[src/rtl/instr_fetch.sv]
// Fetch stage: owns the PC, issues one word fetch per cycle under a credit limit,
// and buffers returned instructions for the decoder through a valid/ready handshake.
module instr_fetch #(
    parameter int              XLEN     = 32,
    parameter logic [XLEN-1:0] RESET_PC = '0,
    parameter int              DEPTH    = 2
) (
    input  logic            i_clk,
    input  logic            i_rst,
    output logic            o_imem_req,
    output logic [XLEN-1:0] o_imem_addr,
    input  logic [31:0]     i_imem_rdata,
    input  logic            i_redirect,
    input  logic [XLEN-1:0] i_redirect_pc,
    output logic            o_instr_valid,
    input  logic            i_instr_ready,
    output logic [31:0]     o_instr,
    output logic [XLEN-1:0] o_instr_pc,
    output logic [6:0]      o_opcode
);

    localparam int PW = (DEPTH > 1) ? $clog2(DEPTH) : 1;
    localparam int CW = $clog2(DEPTH + 1);

    logic [XLEN-1:0] pc_q;
    logic [XLEN-1:0] buf_pc    [DEPTH];
    logic [31:0]     buf_instr [DEPTH];
    logic [PW-1:0]   rd_ptr;
    logic [PW-1:0]   wr_ptr;
    logic [CW-1:0]   count;
    logic            inflight;
    logic [XLEN-1:0] inflight_pc;
    logic            squash;

    logic            pop;
    logic            push;
    logic [CW:0]     occupancy;
    logic            unused_redirect_lsb;

    // Target alignment discards the two low redirect bits.
    assign unused_redirect_lsb = ^i_redirect_pc[1:0];

    assign o_instr_valid = (count != '0) & ~i_redirect;
    assign pop           = o_instr_valid & i_instr_ready;
    assign push          = inflight & ~squash;

    // Slots already spoken for once this cycle's pop retires; a new request
    // is only issued when its response is guaranteed a free entry.
    assign occupancy  = {1'b0, count} + {{CW{1'b0}}, inflight} - {{CW{1'b0}}, pop};
    assign o_imem_req = ~i_rst & ~i_redirect & (occupancy < (CW+1)'(DEPTH));

    assign o_imem_addr = pc_q;
    assign o_instr     = buf_instr[rd_ptr];
    assign o_instr_pc  = buf_pc[rd_ptr];
    assign o_opcode    = o_instr[6:0];

    always_ff @(posedge i_clk) begin
        if (i_rst) begin
            pc_q        <= RESET_PC;
            rd_ptr      <= '0;
            wr_ptr      <= '0;
            count       <= '0;
            inflight    <= 1'b0;
            inflight_pc <= '0;
            squash      <= 1'b0;
            for (int i = 0; i < DEPTH; i++) begin
                buf_pc[i]    <= '0;
                buf_instr[i] <= '0;
            end
        end else if (i_redirect) begin
            pc_q     <= {i_redirect_pc[XLEN-1:2], 2'b00};
            rd_ptr   <= '0;
            wr_ptr   <= '0;
            count    <= '0;
            squash   <= inflight;
            inflight <= 1'b0;
        end else begin
            squash      <= 1'b0;
            inflight    <= o_imem_req;
            inflight_pc <= pc_q;
            if (o_imem_req) begin
                pc_q <= pc_q + XLEN'(4);
            end
            if (push) begin
                buf_pc[wr_ptr]    <= inflight_pc;
                buf_instr[wr_ptr] <= i_imem_rdata;
                wr_ptr            <= wr_ptr + PW'(1);
            end
            if (pop) begin
                rd_ptr <= rd_ptr + PW'(1);
            end
            count <= count + CW'(push) - CW'(pop);
        end
    end

endmodule

[config.mk]
export PLATFORM = sky130hd
export DESIGN_NAME = instr_fetch
export DESIGN_NICKNAME = d
export VERILOG_FILES = /design/src/rtl/instr_fetch.sv
export SDC_FILE = /design/constraint.sdc
export NUM_CORES = 1
export LEC_CHECK = 0
export CAP_MARGIN = 20
export CORE_MARGIN = 4
export CORE_UTILIZATION = 40
export CTS_CLUSTER_SIZE = 28
export DETAILED_ROUTE_END_ITERATION = 16
export GPL_ROUTABILITY_DRIVEN = 0
export HOLD_SLACK_MARGIN = 0.12
export PLACE_DENSITY = 0.69
export SLEW_MARGIN = 25
export SYNTH_ARGS = -nofsm -noshare
export SYNTH_HDL_FRONTEND = slang
export SYNTH_SLANG_ARGS = --single-unit
[constraint.sdc]
create_clock -name i_clk -period 3.6 [get_ports i_clk]
set_input_delay 0.54 -clock i_clk [delete_from_list [all_inputs] [get_ports i_clk]]
set_output_delay 0.54 -clock i_clk [all_outputs]
set_load 0.01 [all_outputs]
Word-level counts from Yosys, hierarchy flattened
Memory sizes are Yosys's and may differ from the RTL's. A register that Yosys moved wholly into a read port is not among the register bits. Cells that the tools add are included.

Output and inout bits: 105. Memory bits (read-only): 0. Bits in registers: 70. RAM bits: 128. Memories kept: 2. Input port bits: 68. Latch bits: 0.

Multiply operators: 0. Equal/unequal tests: 0. Add/sub/neg operators: 7. Reduce and logical (&&, ||, !) cells: 6. Shift-type cells: 0. $lt $le $gt $ge: 1. Bitwise logic cells: 8. Divide/modulo/power cells: 0. Mux-type cells: 18.

Memories: buf_instr (depth 2, bits a word 32, read ports 1, clocked after memory_dff 1, write ports 2, RTL line 27) `logic [31:0] buf_instr [DEPTH];`; buf_pc (depth 2, bits a word 32, read ports 1, clocked after memory_dff 1, write ports 2, RTL line 26) `logic [XLEN-1:0] buf_pc [DEPTH];`.

Operator list (number): $mux 32 (4); $reduce_or 32->1 (2); $add 32x3->32 const B (1); $mux 1 (14); $and 1x1->1 (5); $reduce_bool 2->1 (2); $reduce_or 2->1 (2); $add 2x1->3 (1); $lt 3x2->1 const B (1); $not 1->1 (3); $sub 3x1->3 (1); $add 1x1->1 const B (2); $add 2x1->2 (1); $sub 2x1->2 (1).

Logic depth before layout (Yosys ltp)
Depth after elaboration: 8. Depth in mapped cells: 12. Mapped depth without buffers: 12.

Worst setup path after synthesis
OpenSTA, ideal clock, no wires.

Path kind: input to register. Start point: input i_redirect. End point: register pc_q[25], in the netlist o_imem_addr[25]. Required time: 3.488 ns. Arrival: 3.052 ns. Setup slack: 0.436 ns. Cell stages on the path: 10. Buffers on the path: 1. Setup time: 0.112 ns. Cells stage by stage: clkbuf_8 -> nor2_1 -> and2_1 -> ha_1 -> nand2b_1 -> fa_1 -> inv_1 -> nor4b_4 -> nand4_1 -> a2111oi_1.

Word-level cells in the longest chain between the ends: 7. Elaborated cells between the ends (all ways): 9. Those cells by class: 1 x add/sub; 1 x order compare; 1 x mux; 5 x bitwise; 1 x reduce/logical.

Ends and longest elaborated chain: start: declaration (RTL line 13) `input logic i_redirect,`; $not 1->1 (no source line); $and 1x1->1 (RTL line 43) `assign o_instr_valid = (count != '0) & ~i_redirect;`; net o_instr_valid (RTL line 15) `output logic o_instr_valid,`; $and 1x1->1 (RTL line 44) `assign pop = o_instr_valid & i_instr_ready;`; net pop (RTL line 35) `logic pop;`; $sub 3x1->3 (RTL line 49) `assign occupancy = {1'b0, count} + {{CW{1'b0}}, inflight} - {{CW{1'b0}}, pop};`; $lt 3x2->1 (RTL line 50) `assign o_imem_req = ~i_rst & ~i_redirect & (occupancy < (CW+1)'(DEPTH));`; $and 1x1->1 (RTL line 50); $reduce_bool 2->1 (no source line); end signal: assignment (RTL line 71) `pc_q <= {i_redirect_pc[XLEN-1:2], 2'b00};`; end signal: assignment (RTL line 82) `pc_q <= pc_q + XLEN'(4);`; end: declaration (RTL line 25) `logic [XLEN-1:0] pc_q;`.

The timed path passes the listed nets, and every way through them passes these cells. A chain may end at the register's enable or synchronous reset.

Worst setup path in the final report
Start point: register count[1]. End point: output o_imem_req.

Word-level cells in the longest chain between the ends: 6. Elaborated cells between the ends (all ways): 7. Those cells by class: 2 x add/sub; 1 x order compare; 3 x bitwise; 1 x reduce/logical.

Ends and longest elaborated chain: start: declaration (RTL line 30) `logic [CW-1:0] count;`; start signal: assignment (RTL line 92) `count <= count + CW'(push) - CW'(pop);`; $reduce_bool 2->1 (RTL line 43); $and 1x1->1 (RTL line 43); $and 1x1->1 (RTL line 44); net pop (RTL line 35); $sub 3x1->3 (RTL line 49); $lt 3x2->1 (RTL line 50); $and 1x1->1 (RTL line 50); end: declaration (RTL line 10) `output logic o_imem_req,`.

The timed path passes the listed nets, and every way through them passes these cells.

==> summary.md <==
| Metric | Value |
|---|---|
| Final wirelength | roughly 19,000 um |
| Fin crit period | 3170 ps |
| Vias in the first global route | 5,336 |
| Worst path slowest cell | dfxtp_2 |
| H-tree Lvls | 4 |
| Die ar. | 0.0238 sq mm |
| Worst skew pair latency | 430 ps |
| Antenna-violating nets left | 0 |
| Die width | approximately 150 um |
| Final setup violating endpoints | 0 |
| Crit. End Element | primary output |
| Pin count of the biggest net entering global routing | 63 |
| CTS buffer count | 17 |
| Maximum clock path buffer count | 2 |
| CTS tree | built |
| Seq/Total Area, Yosys | 59.2% |
| Grt total ovfl | 0 |
| Worst vdd ir | approximately 0.28 mV |
| PwrDens | 435 mW/mm^2 |
| CTS clk-pin slew, worst paths | 70 ps |
| Cell Area, Placed | just over 0.01 sq mm |
| Post-CTS Setup Bufs | 0 |
| Compound-cell area share of the yosys netlist | 3.38% |
| Final Max Tran Viols | 0 |
| FF-to-FF path depth | 12 |
| Post-synthesis simple-gate area fraction | 19.0% |
| Post-Route Skew | about 12 ps |
| Final hold vios | 0 |
| Slew HR | 37.3% |
| Synthesized flop and latch total | 191 |
| Final-layout fill cell count | ~1,800 |
| Synth-to-layout area growth | 28.3% |
| Worst Hold Class | in -> reg |
| Most frequent cells in the layout | clkdlybuf4s50_1, and2_1, edfxtp_1, mux2_2, dfxtp_1 |
| Wire length per cell | 16.5 um |
| Asr flop ratio synth | 0% |
| Drt first-iter violations | 261 |
| Mux cell area share after synthesis | 11.4% |
| Slowest stage delay, CP | 420 ps |
| PortBufs | ~170 |
| Ant. Diodes | 0 |
| Final Cycle Share | roughly nine tenths |
| Dpl hpwl | 11,900 um |
| CP max FO | 7 |
| Worst setup path class | reg -> out |
| Top Ports | between 150 and 200 |
| Core Area | ~0.021 sq mm |
| Synth Flop Type | edfxtp_1 |
| Synth Cell Area | between 0.008 and 0.009 sq mm |
| Die span in y | between 150 and 200 um |
| Nets | ~900 |
| Share of layout cells above drive strength 1 | ~16% |
| Syn. warnings | 0 |
| Cell mode on critical path | nor2_1 |
| CTS sink count | 191 |
| TNS Setup | 0 ps |
| DRC | 0 |
| Drt first pass iters | 4 |
| Least-Margin Pin Slew | about 940 ps |
| Post-Syn Instances | 691 |
| Via Count | 5,521 |
| CP Cell Sequence | nor2_1, nor2_1, and2_1, ha_1, nand2b_1, fa_1, xnor2_2, nand3_2, inv_2, dlymetal6s2s_1 |
| Vias per cell | 4.90 |
| CP Launch Type | flip-flop |
| Outcome | complete, no violations |
| Post-layout total power | 4.77 mW |
| Design Area, Final | around 0.011 sq mm |
| Max_cap viols | 0 |
| Library cells used by synthesis | 52 |
| Largest family of logic cells by synthesized area | simple AND/OR/NAND/NOR gates |
| Initial Utilization | 40.7% |
| RSZ-0062 raised after global routing | false |
| Most common cell after layout, fill and taps aside | clkdlybuf4s50_1 |
| Initial antenna violation count | 0 |
| Post-Synth XOR/XNOR Area | 2.44% |
| Syn Area/Cell | 12.4 sq um |
| Row count | 53 |
| Hold depth | 2 |
| Root buf cell | clkbuf_16 |
| Leak | between 4 and 5 nW |
| Fmax | between 300 and 400 MHz |
| Worst endpoint required time | ~3000 ps |
| First-pass GRT wire length | 29,100 um |
| Post-synth EDFFs | 124 |
| Adder-cell share of the synthesized area | 0.819% |
| Total Routing Usage GR | 15.5% |
| WP data arrival | 2630 ps |
layout make-up:
cell class / count / area (sq um) / share of cell area, %
Clock buffer: 22 / 497 / 4.53
Clock inverter: 10 / 75.1 / 0.684
Inverter: 9 / 33.8 / 0.308
Multi-Input combinational cell: 444 / 3200 / 29.2
Sequential cell: 191 / 5070 / 46.2
Tap cell: 275 / 344 / 3.14
Timing Repair Buffer: 176 / 1750 / 16.0
per-layer routing:
| layer | vias to the layer above | wire length, um | global-route usage, % |
|---|---|---|---|
| li1 | 2724 | - | - |
| met1 | 2647 | 8770 | 21.7 |
| met2 | 139 | 8750 | 24.4 |
| met3 | 11 | 952 | 3.47 |
| met4 | 0 | 167 | 4.50 |
| met5 | - | 0 | 0 |
per-stage QoR:
step | cells | hold WS, ps | util, % | setup WS (ps)
detailed placement | 1095 | 462 | 49.4 | 132
finish | 1127 | 442 | 52.2 | 428
global route | 1127 | 456 | 52.2 | 273
floorplan | 694 | 445 | - | 436
global placement | 1095 | 460 | 49.4 | 197
CTS | 1127 | 427 | 52.2 | 12.7
state kept, by name, summed over array words and instances, names as in the netlist, named ones only:
name / cells
buf_instr: 64
o_imem_addr: 30
squash: 1
inflight: 1
count: 2
rd_ptr: 1
buf_pc: 60
inflight_pc: 30
wr_ptr: 1
worst max-delay path, delay by kind of cell, from the launching register on:
family / cells / cell delay, ps
flops: 1 / 420
fa+ha+maj: 2 / 650
buf+inv: 2 / 320
simple gates: 5 / 640
xor+xnor: 1 / 190
logic make-up after synthesis:
logic type,Yosys count
compound gates,45
xor+xnor,23
fa+ha+maj,5
buf+inv,59
flops,191
mux,89
other cells,1
simple gates,278
final timing paths:
check,slack [ps],endpoint,startpoint
worst max-delay path,430,o_imem_req,count[1]$_SDFF_PN0_
worst min-delay path,440,inflight_pc[29]$_SDFFE_PP0N_,i_rst
worst max register to register,550,o_imem_addr[13]$_SDFFE_PP0P_,count[1]$_SDFF_PN0_
worst min register to register,470,inflight_pc[8]$_SDFFE_PP0N_,inflight_pc[8]$_SDFFE_PP0N_
where the power goes:
group	internal [mW]	switching, mW	total [mW]
Sequential	2.43	0.0654	2.49
Combinational	0.258	0.210	0.468
Clock	0.994	0.814	1.81
timing repair:
item / CTS / global route
endpoints found under the setup margin: 1 / 1
hold buffers: 0 / 0
endpoints found under the hold margin: 0 / 0
resized for setup: 1 / 1
gates cloned: 0 / 0
cells in the mapped netlist (10+ instances only):
cell	n	area share [%]
edfxtp_1	124	44
mux2i_1	22	2.6
nand4_1	13	0.95
dfxtp_1	67	16
nor3_1	10	0.59
nand2_1	34	1.5
buf_4	11	0.97
xnor2_1	16	1.6
clkbuf_1	29	1.3
nor2_1	49	2.2
a21oi_1	20	1.2
and2_1	128	9.4
a211oi_1	12	1.1
mux2_2	67	8.8
(Power assumes the default switching activity.)
